==> src/rtl/da_fir_filter.sv <==
// da_fir_filter: N-tap FIR filter computed with bit-serial distributed arithmetic.
// Each accepted sample is processed one input bit-plane per cycle, LSB first.
// For each plane, the coefficients of the taps whose sample bit is set are summed.
// That sum is weighted by the plane position and accumulated.
// The sign plane is subtracted. The full-precision sum is shifted right by H into Y.
// Optional macro DA_FIR_ROUND_EN: round half up before the shift instead of floor.
module da_fir_filter #(
  parameter int N = 16,
  parameter int W = 8,
  parameter int H = 8
) (
  input  logic                    clock,
  input  logic                    reset_n,
  input  logic                    clear,
  input  logic                    in_valid,
  output logic                    in_ready,
  input  logic signed [W:0]       Xin,
  input  logic                    coef_we,
  input  logic [$clog2(N)-1:0]    coef_addr,
  input  logic signed [H:0]       coef_data,
  output logic                    out_valid,
  output logic signed [W+N-1:0]   Y
);

  localparam int AW    = $clog2(N);
  localparam int ACC_W = W + H + 2 + AW;
  localparam int PW    = H + 2 + AW;
  localparam int YW    = W + N;
  localparam int FW    = (ACC_W > YW) ? ACC_W : YW;
  localparam int BW    = $clog2(W + 1);

  typedef enum logic [1:0] {IDLE, CALC, DONE} state_t;

  // Coefficient values loaded by reset. Taps at index 16 and above reset to zero.
  function automatic logic signed [H:0] coef_init(input int idx);
    int v;
    case (idx)
      2:       v = 3;
      4:       v = -15;
      6:       v = 73;
      7:       v = 126;
      8:       v = 80;
      10:      v = -20;
      12:      v = 6;
      14:      v = -1;
      default: v = 0;
    endcase
    return (H+1)'(v);
  endfunction

  state_t                   r_state;
  state_t                   w_state_next;
  logic [BW-1:0]            r_bit;
  logic signed [ACC_W-1:0]  r_acc;
  logic signed [W:0]        r_x [N];
  logic signed [H:0]        r_h [N];

  logic                     w_in_ready;
  logic                     w_accept;
  logic                     w_coef_wr;
  logic                     w_last;
  logic signed [PW-1:0]     w_plane;
  logic signed [ACC_W-1:0]  w_term;
  logic signed [ACC_W-1:0]  w_acc_next;
  logic signed [FW-1:0]     w_round;
  logic signed [FW-1:0]     w_full;

  assign in_ready = w_in_ready;
  assign w_last   = (r_state == CALC) && (r_bit == BW'(W));

  // State register; reset and clear both land in IDLE.
  always_ff @(posedge clock or negedge reset_n) begin
    if (!reset_n) r_state <= IDLE;
    else          r_state <= w_state_next;
  end

  // Next state, handshake and write-enable decode. clear overrides acceptance.
  always_comb begin
    w_state_next = r_state;
    w_in_ready   = 1'b0;
    w_accept     = 1'b0;
    case (r_state)
      IDLE: begin
        w_in_ready = 1'b1;
        if (in_valid && !clear) begin
          w_accept     = 1'b1;
          w_state_next = CALC;
        end
      end
      CALC: begin
        if (w_last) w_state_next = DONE;
      end
      DONE: begin
        w_in_ready = 1'b1;
        if (in_valid && !clear) begin
          w_accept     = 1'b1;
          w_state_next = CALC;
        end else begin
          w_state_next = IDLE;
        end
      end
      default: w_state_next = IDLE;
    endcase
    if (clear) w_state_next = IDLE;
    // Writes land only outside CALC, so an in-flight sample never sees a mixed coefficient set.
    w_coef_wr = coef_we && w_in_ready;
  end

  genvar gi;
  generate
    for (gi = 0; gi < N; gi++) begin : g_tap
      // Delay-line slot: newest sample enters slot 0 and the oldest falls off the end.
      always_ff @(posedge clock or negedge reset_n) begin
        if (!reset_n)      r_x[gi] <= '0;
        else if (clear)    r_x[gi] <= '0;
        else if (w_accept) begin
          if (gi == 0) r_x[gi] <= Xin;
          else         r_x[gi] <= r_x[(gi == 0) ? 0 : gi - 1];
        end
      end

      // Coefficient register: reset table, rewritable by address outside CALC.
      always_ff @(posedge clock or negedge reset_n) begin
        if (!reset_n)                                 r_h[gi] <= coef_init(gi);
        else if (w_coef_wr && coef_addr == AW'(gi))   r_h[gi] <= coef_data;
      end
    end
  endgenerate

  // Distributed-arithmetic lookup: sum the coefficients selected by the current bit-plane.
  always_comb begin
    w_plane = '0;
    for (int i = 0; i < N; i++) begin
      if (r_x[i][r_bit]) w_plane = w_plane + PW'(r_h[i]);
    end
  end

  assign w_term     = ACC_W'(w_plane) <<< r_bit;
  assign w_acc_next = (r_bit == BW'(W)) ? (r_acc - w_term) : (r_acc + w_term);

`ifdef DA_FIR_ROUND_EN
  assign w_round = FW'(1) <<< (H - 1);
`else
  assign w_round = '0;
`endif
  assign w_full = FW'(w_acc_next) + w_round;

  // Bit-serial accumulation. The result is published on the edge that ends the last plane.
  always_ff @(posedge clock or negedge reset_n) begin
    if (!reset_n) begin
      r_bit     <= '0;
      r_acc     <= '0;
      Y         <= '0;
      out_valid <= 1'b0;
    end else begin
      out_valid <= 1'b0;
      if (clear || w_accept) begin
        r_bit <= '0;
        r_acc <= '0;
      end else if (r_state == CALC) begin
        r_acc <= w_acc_next;
        r_bit <= w_last ? '0 : r_bit + 1'b1;
        if (w_last) begin
          Y         <= YW'(w_full >>> H);
          out_valid <= 1'b1;
        end
      end
    end
  end

endmodule

==> config.mk <==
export PLATFORM = sky130hd
export DESIGN_NAME = da_fir_filter
export DESIGN_NICKNAME = d
export VERILOG_FILES = /design/src/rtl/da_fir_filter.sv
export SDC_FILE = /design/constraint.sdc
export NUM_CORES = 1
export LEC_CHECK = 0
export CAP_MARGIN = 20
export CORE_MARGIN = 2
export CORE_UTILIZATION = 38
export DETAILED_ROUTE_END_ITERATION = 12
export PLACE_DENSITY_LB_ADDON = 0.2
export SLEW_MARGIN = 20
export SYNTH_ARGS = -nofsm -noshare
export SYNTH_HDL_FRONTEND = slang
export SYNTH_SLANG_ARGS = --single-unit
export TNS_END_PERCENT = 30
==> constraint.sdc <==
create_clock -name clock -period 37.2 [get_ports clock]
set_clock_uncertainty 0.15 [all_clocks]
set_input_delay 7.44 -clock clock [delete_from_list [all_inputs] [get_ports clock]]
set_output_delay 7.44 -clock clock [all_outputs]
set_load 0.005 [all_outputs]
=== Yosys cells after proc, flatten, opt, wreduce, memory -nomap -nowiden ===
Index checks and enable logic that the tools add are counted.

* Logic and storage cells: 203
* Register bits: 331
* Input port bits: 27

* Add/subtract/negate cells: 18
* Order comparisons: 1
* Bitwise logic cells: 1
* Equality and inequality tests: 20
* Muxes and demuxes: 97
* Reduce and logical (&&, ||, !) cells: 28
* Shift-type cells: 1

{| class="wikitable"
|+ Operator list
! cell !! count
|-
| $mux W9 || 32
|-
| $mux W14 || 16
|-
| $add A14 B9 Y14 || 15
|-
| $mux W22 || 3
|-
| $bmux W1 S4 || 16
|-
| $eq A4 B4 Y1 const B || 9
|-
| $mux W1 || 23
|-
| $add A22 B22 Y22 || 1
|-
| $sshl A14 B4 Y22 || 1
|-
| $sub A22 B22 Y22 || 1
|-
| $logic_and A1 B1 Y1 || 19
|-
| $eq A4 B3 Y1 const B || 4
|-
| $mux W4 || 3
|-
| $eq A4 B2 Y1 const B || 2
|-
| $mux W2 || 3
|-
| $ne A3 B3 Y1 const B || 2
|-
| $pmux W2 S3 || 1
|-
| $lt A4 B5 Y1 const B || 1
|-
| $add A4 B1 Y4 const B || 1
|-
| $eq A4 B1 Y1 const B || 1
|-
| $logic_not A4 Y1 || 1
|-
| $reduce_bool A2 Y1 || 2
|-
| $reduce_and A3 Y1 || 1
|-
| $eq A2 B1 Y1 const B || 1
|-
| 7 further kinds || 7
|}

=== Depth between registers and ports, before layout ===
Gate-level depths: netlist of the first run.

* Depth after elaboration: 38
* Gate-level depth with buffers: 118

=== Worst setup path before layout of the first run ===
Ideal clock, no wire load.

* Path kind: reg2reg
* Start point: reg r_bit[1]
* End point: reg r_acc[21]
* Data arrival time: 20.488 ns
* Cell stages (with the launch flop): 110
* Required time: 36.913 ns
* Setup slack: 16.425 ns
* Path through: dfrtp_1 -> buf_6 -> buf_6 -> mux2_1 -> a22o_2 -> o21ai_0 -> nand2_1 -> and2_1 -> ha_1 -> ha_1 -> a31o_2 -> or4_1 -> nand3_1 -> mux2i_1 -> ha_1 -> o21a_1 -> o31a_1 -> o21a_1 -> (+74 left out) -> mux2i_1 -> o21a_1 -> o31ai_2 -> o31ai_4 -> nand2_1 -> nor2_1 -> a21oi_1 -> xnor2_1 -> ha_1 -> or3_1 -> a211oi_1 -> o41a_1 -> nor2b_1 -> o21a_1 -> o41a_1 -> xnor2_1 -> xnor2_1 -> a21oi_1

* Cells in the longest elaborated chain, start to end: 38
* Elaborated cells on any way between the ends: 70

{| class="wikitable"
|+ Ends and longest elaborated chain
! what !! RTL line !! RTL
|-
| start, declared || 53 || <nowiki>logic [BW-1:0] r_bit;</nowiki>
|-
| start signal, assigned || 162 || <nowiki>r_bit <= w_last ? '0 : r_bit + 1'b1;</nowiki>
|-
| $bmux W1 S4 || 134 || <nowiki>if (r_x[i][r_bit]) w_plane = w_plane + PW'(r_h[i]);</nowiki>
|-
| $mux W1 (implied by the code) || 134 ||
|-
| $mux W14 || 134 ||
|-
| $add A14 B9 Y14 || 134 ||
|-
| $mux W14 || 134 ||
|-
| $add A14 B9 Y14 || 134 ||
|-
| $mux W14 || 134 ||
|-
| $add A14 B9 Y14 || 134 ||
|-
| (+22 left out) || - ||
|-
| $mux W14 || 134 ||
|-
| $add A14 B9 Y14 || 134 ||
|-
| $mux W14 || 134 ||
|-
| $sshl A14 B4 Y22 || 138 || <nowiki>assign w_term = ACC_W'(w_plane) <<< r_bit;</nowiki>
|-
| $add A22 B22 Y22 / $sub A22 B22 Y22 (equally long branches) || 139 || <nowiki>assign w_acc_next = (r_bit == BW'(W)) ? (r_acc - w_term) : (r_acc + w_term);</nowiki>
|-
| $mux W22 (*) || 139 ||
|-
| $mux W22 (*) || 160 || <nowiki>end else if (r_state == CALC) begin</nowiki>
|-
| $mux W22 (*) || 157 || <nowiki>if (clear || w_accept) begin</nowiki>
|-
| end signal, assigned || 161 || <nowiki>r_acc <= w_acc_next;</nowiki>
|-
| end, declared || 54 || <nowiki>logic signed [ACC_W-1:0] r_acc;</nowiki>
|}

Every way passes the cells marked *; elsewhere a longest branch is shown, timed or not. The select of a mux whose other input is x is not followed.
A chain may end at the register's enable or synchronous reset.

=== Worst setup path after layout of the first run ===
Ends and elaborated chain as after synthesis.

==> impl_metrics.tcl, run 1 <==
set metrics [dict create \
    combinationalPowerShare_pct 41.5 \
    worstMarginPinSlew_ns 1.109 \
    antenna_found_initial 1 \
    cts_resized 0 \
    power_density_nw_per_um2 46.77 \
    ctsHoldBuffers 0 \
    final_common_cell "dfrtp_1" \
    critPathCaptureType "flop" \
    fmax_mhz 40.08 \
    crit_type "flop to flop" \
    syn_area_um2 28550 \
    post-route-period-util_pct 67.06 \
    initialDrtViolationCount 1951 \
    cap_violations 0 \
    grtUsageTotal_pct 22.61 \
    die-area_um2 77330 \
    core_area_um2 74450 \
    dp_hpwl_um 67540 \
    vdd_drop_max_uv 37.91 \
    reg2reg_slack_ns 12.25 \
    worstPathMaxFanout 25 \
    clock_latency_ns 0.58 \
    antenna_cells 0 \
    crit_required_ns 37.50 \
    tns_ns 0 \
    wl_per_cell_um 21.34 \
    clk_path_buf_depth 3 \
    hold_viol 0 \
    drt-pass1-iter-count 6 \
    portBuffers 52 \
    finalWirelength_um 89210 \
    outcome "finished, final reports clean" \
    place.gp.congestion 0.9215 \
    leakage_nw 14.24 \
    synth_nets 3458 \
    synth_edf_count 0 \
    switchingPower_uw 556.4 \
    cp_slowest_cell "dfrtp_4" \
    setup_viol 0 \
    rsz0062_at_grt "no" \
    cts_max_level 2 \
    worst_path_most_repeated_cell "ha_1" \
    yosysUniqueCellTypes 116 \
    max_stage_delay_ns 0.70 \
    vias_per_cell 5.925 \
    vias 24765 \
    initial_core_util_pct 38.34 \
    die_x_um 278.1 \
    row_count 100 \
    p_int_uw 908.5 \
    finalNetCount 3442 \
    numCtsBuffers 41 \
    ys_seq_area_share_pct 29.17 \
    p_clk_share_pct 28.0 \
    die_y_um 278.1 \
    hold_slack_ns 0.3222 \
    synth.avg_cell_area_um2 8.937 \
    grt_pass1_wl_um 138800 \
    cts_setup_buffers 0 \
    seqPwrFrac_pct 30.5 \
    cts_tree "yes" \
    grt_pass1_vias 23852 \
    synth_flop_cell "dfrtp_1" \
    p_sw_share_pct 37.98 \
    crit_arrival_ns 25.24 \
    clockRootBuffer "clkbuf_16" \
    final_cell_mix "dfrtp_1 (292), nand2_1 (288), nor2_1 (232)" \
    fin_crit_ns 24.95 \
    ys_ff_latch 331 \
    slew_viol_final 0 \
    cp-start-kind "flop" \
    drive_gt1_share_pct 12.39 \
    slew_headroom_pct 25.85 \
    grt_max_degree 149 \
    drc 0 \
    pin_count 53 \
    ant_nets 0 \
    area_growth_pct 9.717 \
    gr-total-overflow 0 \
    worstHoldPathType "flop to flop" \
    path_clk_slew_ns 0.06 \
    yosysWarnings 0 \
    fin_cells 4180 \
    clock_sinks 331 \
    dp.cells 4104 \
    async_reset_ff_share_pct 100.0 \
    synth_cells 3194 \
]
==> cells by family (layout without fill, tap and decap cells) <==
kind of cell,after synthesis,count (layout),share of synthesized area (%)
simple gates,923,923,15.68
compound gates,1044,1044,26.35
xor+xnor,160,160,5.005
buf+inv,266,283,3.927
flops,331,331,29.17
mux,233,233,9.077
fa+ha+maj,237,237,10.78
==> area by class of cell <==
cell class	count	area [um2]
inverters	115	431.7
repair buffers	92	838.3
well taps	969	1212
flip-flops and latches	331	8334
clock buffers	65	1229
fillers	7340	43130
clock inverters	11	117.6
multi-input cells	2597	19160
==> Yosys cell counts (all sizes together) (10+ instances only) <==
cell type | count | area (um2)
a211o | 15 | 140.1
a211oi | 41 | 322.8
a21boi | 14 | 105.1
a21o | 68 | 510.5
a21oi | 209 | 1061
a221oi | 13 | 126.4
a22o | 151 | 1325
a22oi | 15 | 127.6
a311oi | 10 | 87.58
a31oi | 51 | 334.1
and2 | 36 | 227.7
and3 | 22 | 142.6
buf | 57 | 336.6
clkbuf | 94 | 352.8
dfrtp | 295 | 7382
dfstp | 36 | 945.9
fa | 15 | 300.3
ha | 222 | 2778
inv | 112 | 420.4
mux2 | 157 | 1768
mux2i | 71 | 710.7
nand2 | 290 | 1099
nand2b | 34 | 212.7
nand3 | 66 | 335.3
nand3b | 14 | 105.1
nand4 | 12 | 75.07
nor2 | 237 | 904.6
nor2b | 46 | 287.8
nor3 | 57 | 285.3
nor3b | 12 | 90.09
nor4 | 16 | 100.1
o211ai | 22 | 178.9
o21a | 70 | 525.5
o21ai | 163 | 827.1
o21bai | 19 | 142.6
o221ai | 16 | 171.4
o22ai | 19 | 125.1
o2bb2ai | 13 | 113.9
o31a | 10 | 87.58
o31ai | 28 | 234.0
or2 | 21 | 131.4
or3 | 33 | 206.5
xnor2 | 100 | 875.8
xor2 | 58 | 508.0
==> layer usage <==
metal  global-route usage, %  wire length [um]
met5                       0                 0
met4                   5.793              2215
met3                   4.122              5340
met2                   36.63             40630
met1                   31.02             41030
==> worst paths after layout <==
path	startpoint	endpoint	cells past startpoint
worst max-delay path	r_bit[1]$_DFFE_PN0P_	r_acc[21]$_DFFE_PN0P_	102
worst min-delay path	Y[9]$_DFFE_PN0P_	Y[9]$_DFFE_PN0P_	2
worst max register to register	r_bit[1]$_DFFE_PN0P_	r_acc[21]$_DFFE_PN0P_	102
worst min register to register	Y[9]$_DFFE_PN0P_	Y[9]$_DFFE_PN0P_	2
max in group asynchronous	reset_n	r_h[127]$_DFFE_PN0P_	2
min in group asynchronous	reset_n	out_valid$_DFF_PN0_	1
==> worst max-delay path: cells and delay by family, from the launching register on <==
family | cells | cell delay (ns)
compound gates | 38 | 9.28
simple gates | 30 | 6.38
fa+ha+maj | 17 | 5.25
xor+xnor | 11 | 1.93
mux | 4 | 0.92
flops | 1 | 0.70
buf+inv | 2 | 0.16
==> flip-flops by register name, summed over array words and instances, names as in the netlist <==
register	flops
r_h	144
r_bit	4
out_valid	1
r_acc	22
r_state	2
Y	14
r_x	144
==> through the flow <==
stage | instance area [um2] | setup slack (ns) | power, mW | utilization (%)
floorplan | 28550 | 16.43 | 0.9048 | -
global placement | 29970 | 12.46 | 1.049 | 40.26
detailed placement | 29970 | 12.62 | 1.049 | 40.26
CTS | 31320 | 12.48 | 1.469 | 42.07
global route | 31320 | 10.66 | 1.564 | 42.07
finish | 31320 | 12.25 | 1.465 | 42.07
==> power groups by stage <==
stage / clock network [mW] / logic, mW / registers (mW)
after floorplan: 0 / 0.466 / 0.439
after global placement: 0 / 0.596 / 0.453
after detailed placement: 0 / 0.597 / 0.452
after CTS: 0.420 / 0.602 / 0.447
after global routing: 0.434 / 0.676 / 0.453
final: 0.410 / 0.608 / 0.447
Note: power is estimated with default switching activity, not from simulation.
==> run 2: changes to the inputs <==
Clock period 37.2 ns to 22.7 ns, I/O delays scaled along.
==> impl_metrics.tcl, run 2 (synthesis results as in run 1) <==
set metrics [dict create \
    worstPathMaxFanout 7 \
    path_clk_slew_ns 0.06 \
    grt_max_degree 111 \
    clockRootBuffer "clkbuf_16" \
    min_to "Y[12]$_DFFE_PN0P_" \
    finalWirelength_um 91580 \
    fin_ws_ns 0.9073 \
    numCtsBuffers 41 \
    portBuffers 52 \
    fmax_mhz 45.89 \
    initial_core_util_pct 38.34 \
    vdd_drop_max_uv 57.22 \
    pin_count 53 \
    power_density_nw_per_um2 76.36 \
    dp.cells 4161 \
    wl_met3_um 4298 \
    hold_start "Y[12]$_DFFE_PN0P_" \
    max_stage_delay_ns 0.56 \
    fin_crit_ns 21.79 \
    clock_sinks 331 \
    crit_required_ns 22.99 \
    crit_arrival_ns 22.08 \
    wl_met1_um 42760 \
    cp-start-kind "flop" \
    outcome "finished, final reports clean" \
    worstReg2RegEnd "r_acc[21]$_DFFE_PN0P_" \
    crit_type "flop to flop" \
    tns_ns 0 \
    cap_violations 0 \
    cts_max_level 2 \
    hold_slack_ns 0.3218 \
    whs_path_depth 2 \
    finalNetCount 3543 \
    wl_per_cell_um 21.39 \
    ant_nets 0 \
    grtUsageTotal_pct 22.96 \
    clock_latency_ns 0.59 \
    post-route-period-util_pct 96.00 \
    cp_slowest_cell "or4_4" \
    worst_path_most_repeated_cell "ha_1" \
    reg.largest.list "r_h (144), r_x (144), r_acc (22)" \
    reg2reg_depth 108 \
    hold_viol 0 \
    die_x_um 278.1 \
    final_util_pct 44.34 \
    vias 25453 \
    place.gp.congestion 0.9159 \
    final_common_cell "dfrtp_1" \
    critPathCaptureType "flop" \
    reg2reg_slack_ns 0.91 \
    core_area_um2 74450 \
    fill_cells 7257 \
    die_y_um 278.1 \
    dp_hpwl_um 68580 \
    routed.top_layer "met4" \
    drive_gt1_share_pct 19.60 \
    antenna_found_initial 0 \
    cts_tree "yes" \
    grt_pass1_wl_um 141200 \
    setup_viol 0 \
    r2r_start "r_bit[1]$_DFFE_PN0P_" \
    slew_headroom_pct 17.21 \
    gr-total-overflow 0 \
    ctsHoldBuffers 0 \
    area_growth_pct 15.65 \
    wl_met2_um 42300 \
    worstHoldPathType "flop to flop" \
    fin_cells 4281 \
    row_count 100 \
    worstMarginPinSlew_ns 1.230 \
    pre_cts_ws_ns -0.5265 \
    vias_per_cell 5.946 \
    leakage_nw 14.85 \
    final_cell_mix "dfrtp_1 (292), nand2_1 (286), nor2_1 (222)" \
    die-area_um2 77330 \
    grt_pass1_vias 24193 \
    initialDrtViolationCount 2049 \
    drc 0 \
    slew_viol_final 0 \
    drt-pass1-iter-count 7 \
    clk_path_buf_depth 3 \
]
[run 2: cell count changes in the layout (fill, tap and decap cells not counted), sizes merged]
cell / change
buf: +101
clkbuf: -1
clkinv: +1
diode: +1
inv: -1
[run 2: metal layers]
layer  GRT usage, %  up-vias
li1               -    12098
met1          32.06    12601
met2          37.45      630
met3          3.123      124
met4          5.586        0
met5              0        -
[run 2: worst max-delay path, delay by kind of cell (launching register included)]
kind	cells	cell delay [ns]
adder cells (fa/ha/maj)	17	4.62
XOR/XNOR	12	1.79
multiplexers	4	0.92
AO/OA/AOI/OAI	38	6.48
AND/OR/NAND/NOR	34	6.95
flip-flops	1	0.52
buffers and inverters	3	0.22
[run 2: worst max-delay path by stage]
stage | end | depth (start not counted) | from
6_report | r_acc[21]$_DFFE_PN0P_ | 108 | r_bit[1]$_DFFE_PN0P_
5_1_grt | r_acc[21]$_DFFE_PN0P_ | 108 | r_bit[1]$_DFFE_PN0P_
2_1_floorplan | r_acc[21]$_DFFE_PN0P_ | 109 | r_bit[1]$_DFFE_PN0P_
3_3_place_gp | r_acc[21]$_DFFE_PN0P_ | 103 | r_bit[1]$_DFFE_PN0P_
3_5_place_dp | r_acc[21]$_DFFE_PN0P_ | 103 | r_bit[1]$_DFFE_PN0P_
4_1_cts | r_acc[21]$_DFFE_PN0P_ | 108 | r_bit[1]$_DFFE_PN0P_
[run 2: repair_timing]
action                                  in CTS  in global routing
endpoints found under the setup margin      10                 20
endpoints found under the hold margin        0                  0
buffers inserted                             0                 44
pin swaps                                    0                 55
gates resized for setup                     10                199
[run 2: area by class of cell]
| cell class | instances | area [um2] | share of cell area, % |
|---|---|---|---|
| multi-input combinational | 2597 | 20070 | 60.80 |
| sequential | 331 | 8334 | 25.25 |
| clock inverter | 11 | 128.9 | 0.3904 |
| antenna | 1 | 2.502 | 0.007580 |
| inverter | 115 | 431.7 | 1.308 |
| timing repair buffer | 193 | 1597 | 4.836 |
| tap | 969 | 1212 | 3.673 |
| clock buffer | 64 | 1234 | 3.737 |
[run 2: power by group]
| part | leakage [nW] | switching [mW] | internal (mW) |
|---|---|---|---|
| Sequential | 4.32 | 0.0620 | 0.671 |
| Combinational | 9.87 | 0.612 | 0.496 |
| Clock | 0.663 | 0.282 | 0.397 |
| Total | 14.8 | 0.956 | 1.56 |
[run 2: stage by stage]
| step | total power, mW | cell area, um2 |
|---|---|---|
| detailed placement | 1.733 | 30390 |
| floorplan | 1.483 | 28550 |
| global route | 2.690 | 33010 |
| finish | 2.521 | 33010 |
| global placement | 1.732 | 30390 |
| CTS | 2.431 | 31780 |
==> run 3: changes to the inputs <==
--- a/config.mk
+++ b/config.mk
@@ -8,3 +8,2 @@
 export CAP_MARGIN = 20
-export CORE_MARGIN = 2
 export CORE_UTILIZATION = 38
==> constraint.sdc (replaced) <==
create_clock -name clock -period 22.7 [get_ports clock]
set_clock_uncertainty 0.15 [all_clocks]
set_input_delay 6.81 -clock clock [delete_from_list [all_inputs] [get_ports clock]]
set_output_delay 6.81 -clock clock [all_outputs]
set_load 0.005 [all_outputs]
==> impl_metrics.tcl, run 3 (synthesis results as in run 1) <==
set metrics [dict create \
    outcome "finished, final reports clean" \
    drive_gt1_share_pct 19.27 \
    vdd_drop_max_uv 55.97 \
    gr-total-overflow 0 \
    r2r_start "r_bit[1]$_DFFE_PN0P_" \
    ant_nets 0 \
    cts_tree "yes" \
    numCtsBuffers 41 \
    wl_per_cell_um 21.56 \
    clk_path_buf_depth 3 \
    crit_required_ns 22.98 \
    max_stage_delay_ns 0.56 \
    die_y_um 276.1 \
    whs_path_depth 2 \
    slew_viol_final 0 \
    pre_cts_ws_ns -0.1578 \
    fmax_mhz 46.08 \
    die-area_um2 76220 \
    final_common_cell "dfrtp_1" \
    hold_start "Y[5]$_DFFE_PN0P_" \
    initialDrtViolationCount 2155 \
    crit_buf_inv 7 \
    slew_headroom_pct 23.63 \
    wl_met2_um 43120 \
    reg2reg_depth 103 \
    worstHoldPathType "flop to flop" \
    hold_viol 0 \
    pin_count 53 \
    cp_slowest_cell "or4_1" \
    portBuffers 52 \
    crit_arrival_ns 21.98 \
    reg2reg_slack_ns 1.0 \
    worstPathMaxFanout 6 \
    wl_met3_um 3787 \
    worst_path_most_repeated_cell "ha_1" \
    dp_hpwl_um 69180 \
    crit_type "flop to flop" \
    worstMarginPinSlew_ns 1.146 \
    drc 0 \
    die_x_um 276.1 \
    initial_core_util_pct 38.34 \
    grt_pass1_vias 24440 \
    antenna_found_initial 0 \
    grt_pass1_wl_um 142900 \
    grt_max_degree 89 \
    path_clk_slew_ns 0.06 \
    critPathCaptureType "flop" \
    grtUsageTotal_pct 23.46 \
    clock_sinks 331 \
    fill_cells 7322 \
    worstReg2RegEnd "r_acc[21]$_DFFE_PN0P_" \
    wl_met1_um 43370 \
    final_cell_mix "dfrtp_1 (292), nand2_1 (288), nor2_1 (224)" \
    leakage_nw 14.84 \
    min_to "Y[5]$_DFFE_PN0P_" \
    cap_violations 0 \
    place.gp.congestion 0.9457 \
    drt-pass1-iter-count 8 \
    post-route-period-util_pct 95.61 \
    clock_latency_ns 0.57 \
    clockRootBuffer "clkbuf_16" \
    finalNetCount 3543 \
    routed.top_layer "met4" \
    core_area_um2 74450 \
    power_density_nw_per_um2 77.10 \
    setup_viol 0 \
    fin_crit_ns 21.70 \
    finalWirelength_um 92290 \
    fin_ws_ns 0.9974 \
    reg.largest.list "r_h (144), r_x (144), r_acc (22)" \
    cp-start-kind "flop" \
    vias 25290 \
    row_count 100 \
    cts_max_level 2 \
    vias_per_cell 5.909 \
    path_delay_family "compound AO/OA/AOI/OAI gates" \
    area_growth_pct 15.53 \
    hold_slack_ns 0.3195 \
]
==> run 3: changes by cell type in the layout (fill, tap and decap cells not counted), sizes merged <==
cell and delta:
inv +2, clkinvlp -1, clkinv -3, buf -1
bufinv +2
==> run 3: metal layers <==
layer / global-route usage (%) / vias to the layer above
met1: 32.59 / 12510
met2: 38.82 / 580
met4: 5.644 / 0
met3: 2.670 / 105
met5: 0 / -
li1: - / 12095
==> run 3: report_power, final <==
| group | internal, mW | total, mW | switching [mW] |
|---|---|---|---|
| registers | 0.671 | 0.734 | 0.0625 |
| logic | 0.495 | 1.11 | 0.615 |
| clock network | 0.419 | 0.699 | 0.280 |
| total | 1.59 | 2.54 | 0.957 |
==> run 3: repair_timing <==
action                                  in CTS  in global routing
endpoints found under the setup margin       4                 23
hold buffers                                 0                  0
pin swaps                                    0                 44
setup buffers                                0                 41
resized for setup                            6                186
==> run 3: how the worst max path moves through the flow <==
stage | startpoint | end | slack [ns] | cells past startpoint
after floorplan | r_bit[1]$_DFFE_PN0P_ | r_acc[21]$_DFFE_PN0P_ | 1.93 | 109
after global placement | r_bit[1]$_DFFE_PN0P_ | r_acc[21]$_DFFE_PN0P_ | -0.16 | 98
after detailed placement | r_bit[1]$_DFFE_PN0P_ | r_acc[21]$_DFFE_PN0P_ | -0.16 | 103
after CTS | r_bit[1]$_DFFE_PN0P_ | r_acc[21]$_DFFE_PN0P_ | 0.001 | 105
after global routing | r_bit[1]$_DFFE_PN0P_ | r_acc[21]$_DFFE_PN0P_ | -0.11 | 115
final | r_bit[1]$_DFFE_PN0P_ | r_acc[21]$_DFFE_PN0P_ | 1.0 | 103
==> run 3: metrics by stage <==
stage	area [um2]	std cells	total power, mW	utilization [%]	setup TNS [ns]
6_report	32980	4280	2.543	44.30	0
5_1_grt	32980	4279	2.702	44.30	-0.3490
4_1_cts	31830	4238	2.456	42.75	0
3_5_place_dp	30410	4164	1.742	40.85	-0.2006
3_3_place_gp	30410	4164	1.741	40.85	-0.2448
2_1_floorplan	28550	3194	1.483	-	0
==> run 3: cell type report <==
class,instances,area (um2),area share [%]
Multi-Input combinational cell,2597,20010,60.68
Sequential cell,331,8334,25.27
Timing Repair Buffer,193,1590,4.822
Clock buffer,63,1231,3.733
Tap cell,969,1212,3.676
Inverter,115,431.7,1.309
Clock inverter,11,165.2,0.5008
Antenna cell,1,2.502,0.007588
==> run 3: worst reg2reg max path, delay by kind of cell (launching register included) <==
family / cells / cell delay, ns
AOI/OAI and AO/OA: 42 / 7.94
xor gates and xnor gates: 10 / 1.35
adders and majority gates: 17 / 4.97
buffers and inverters: 7 / 0.75
DFF: 1 / 0.51
muxes: 3 / 0.79
and+or+nand+nor: 24 / 5.11
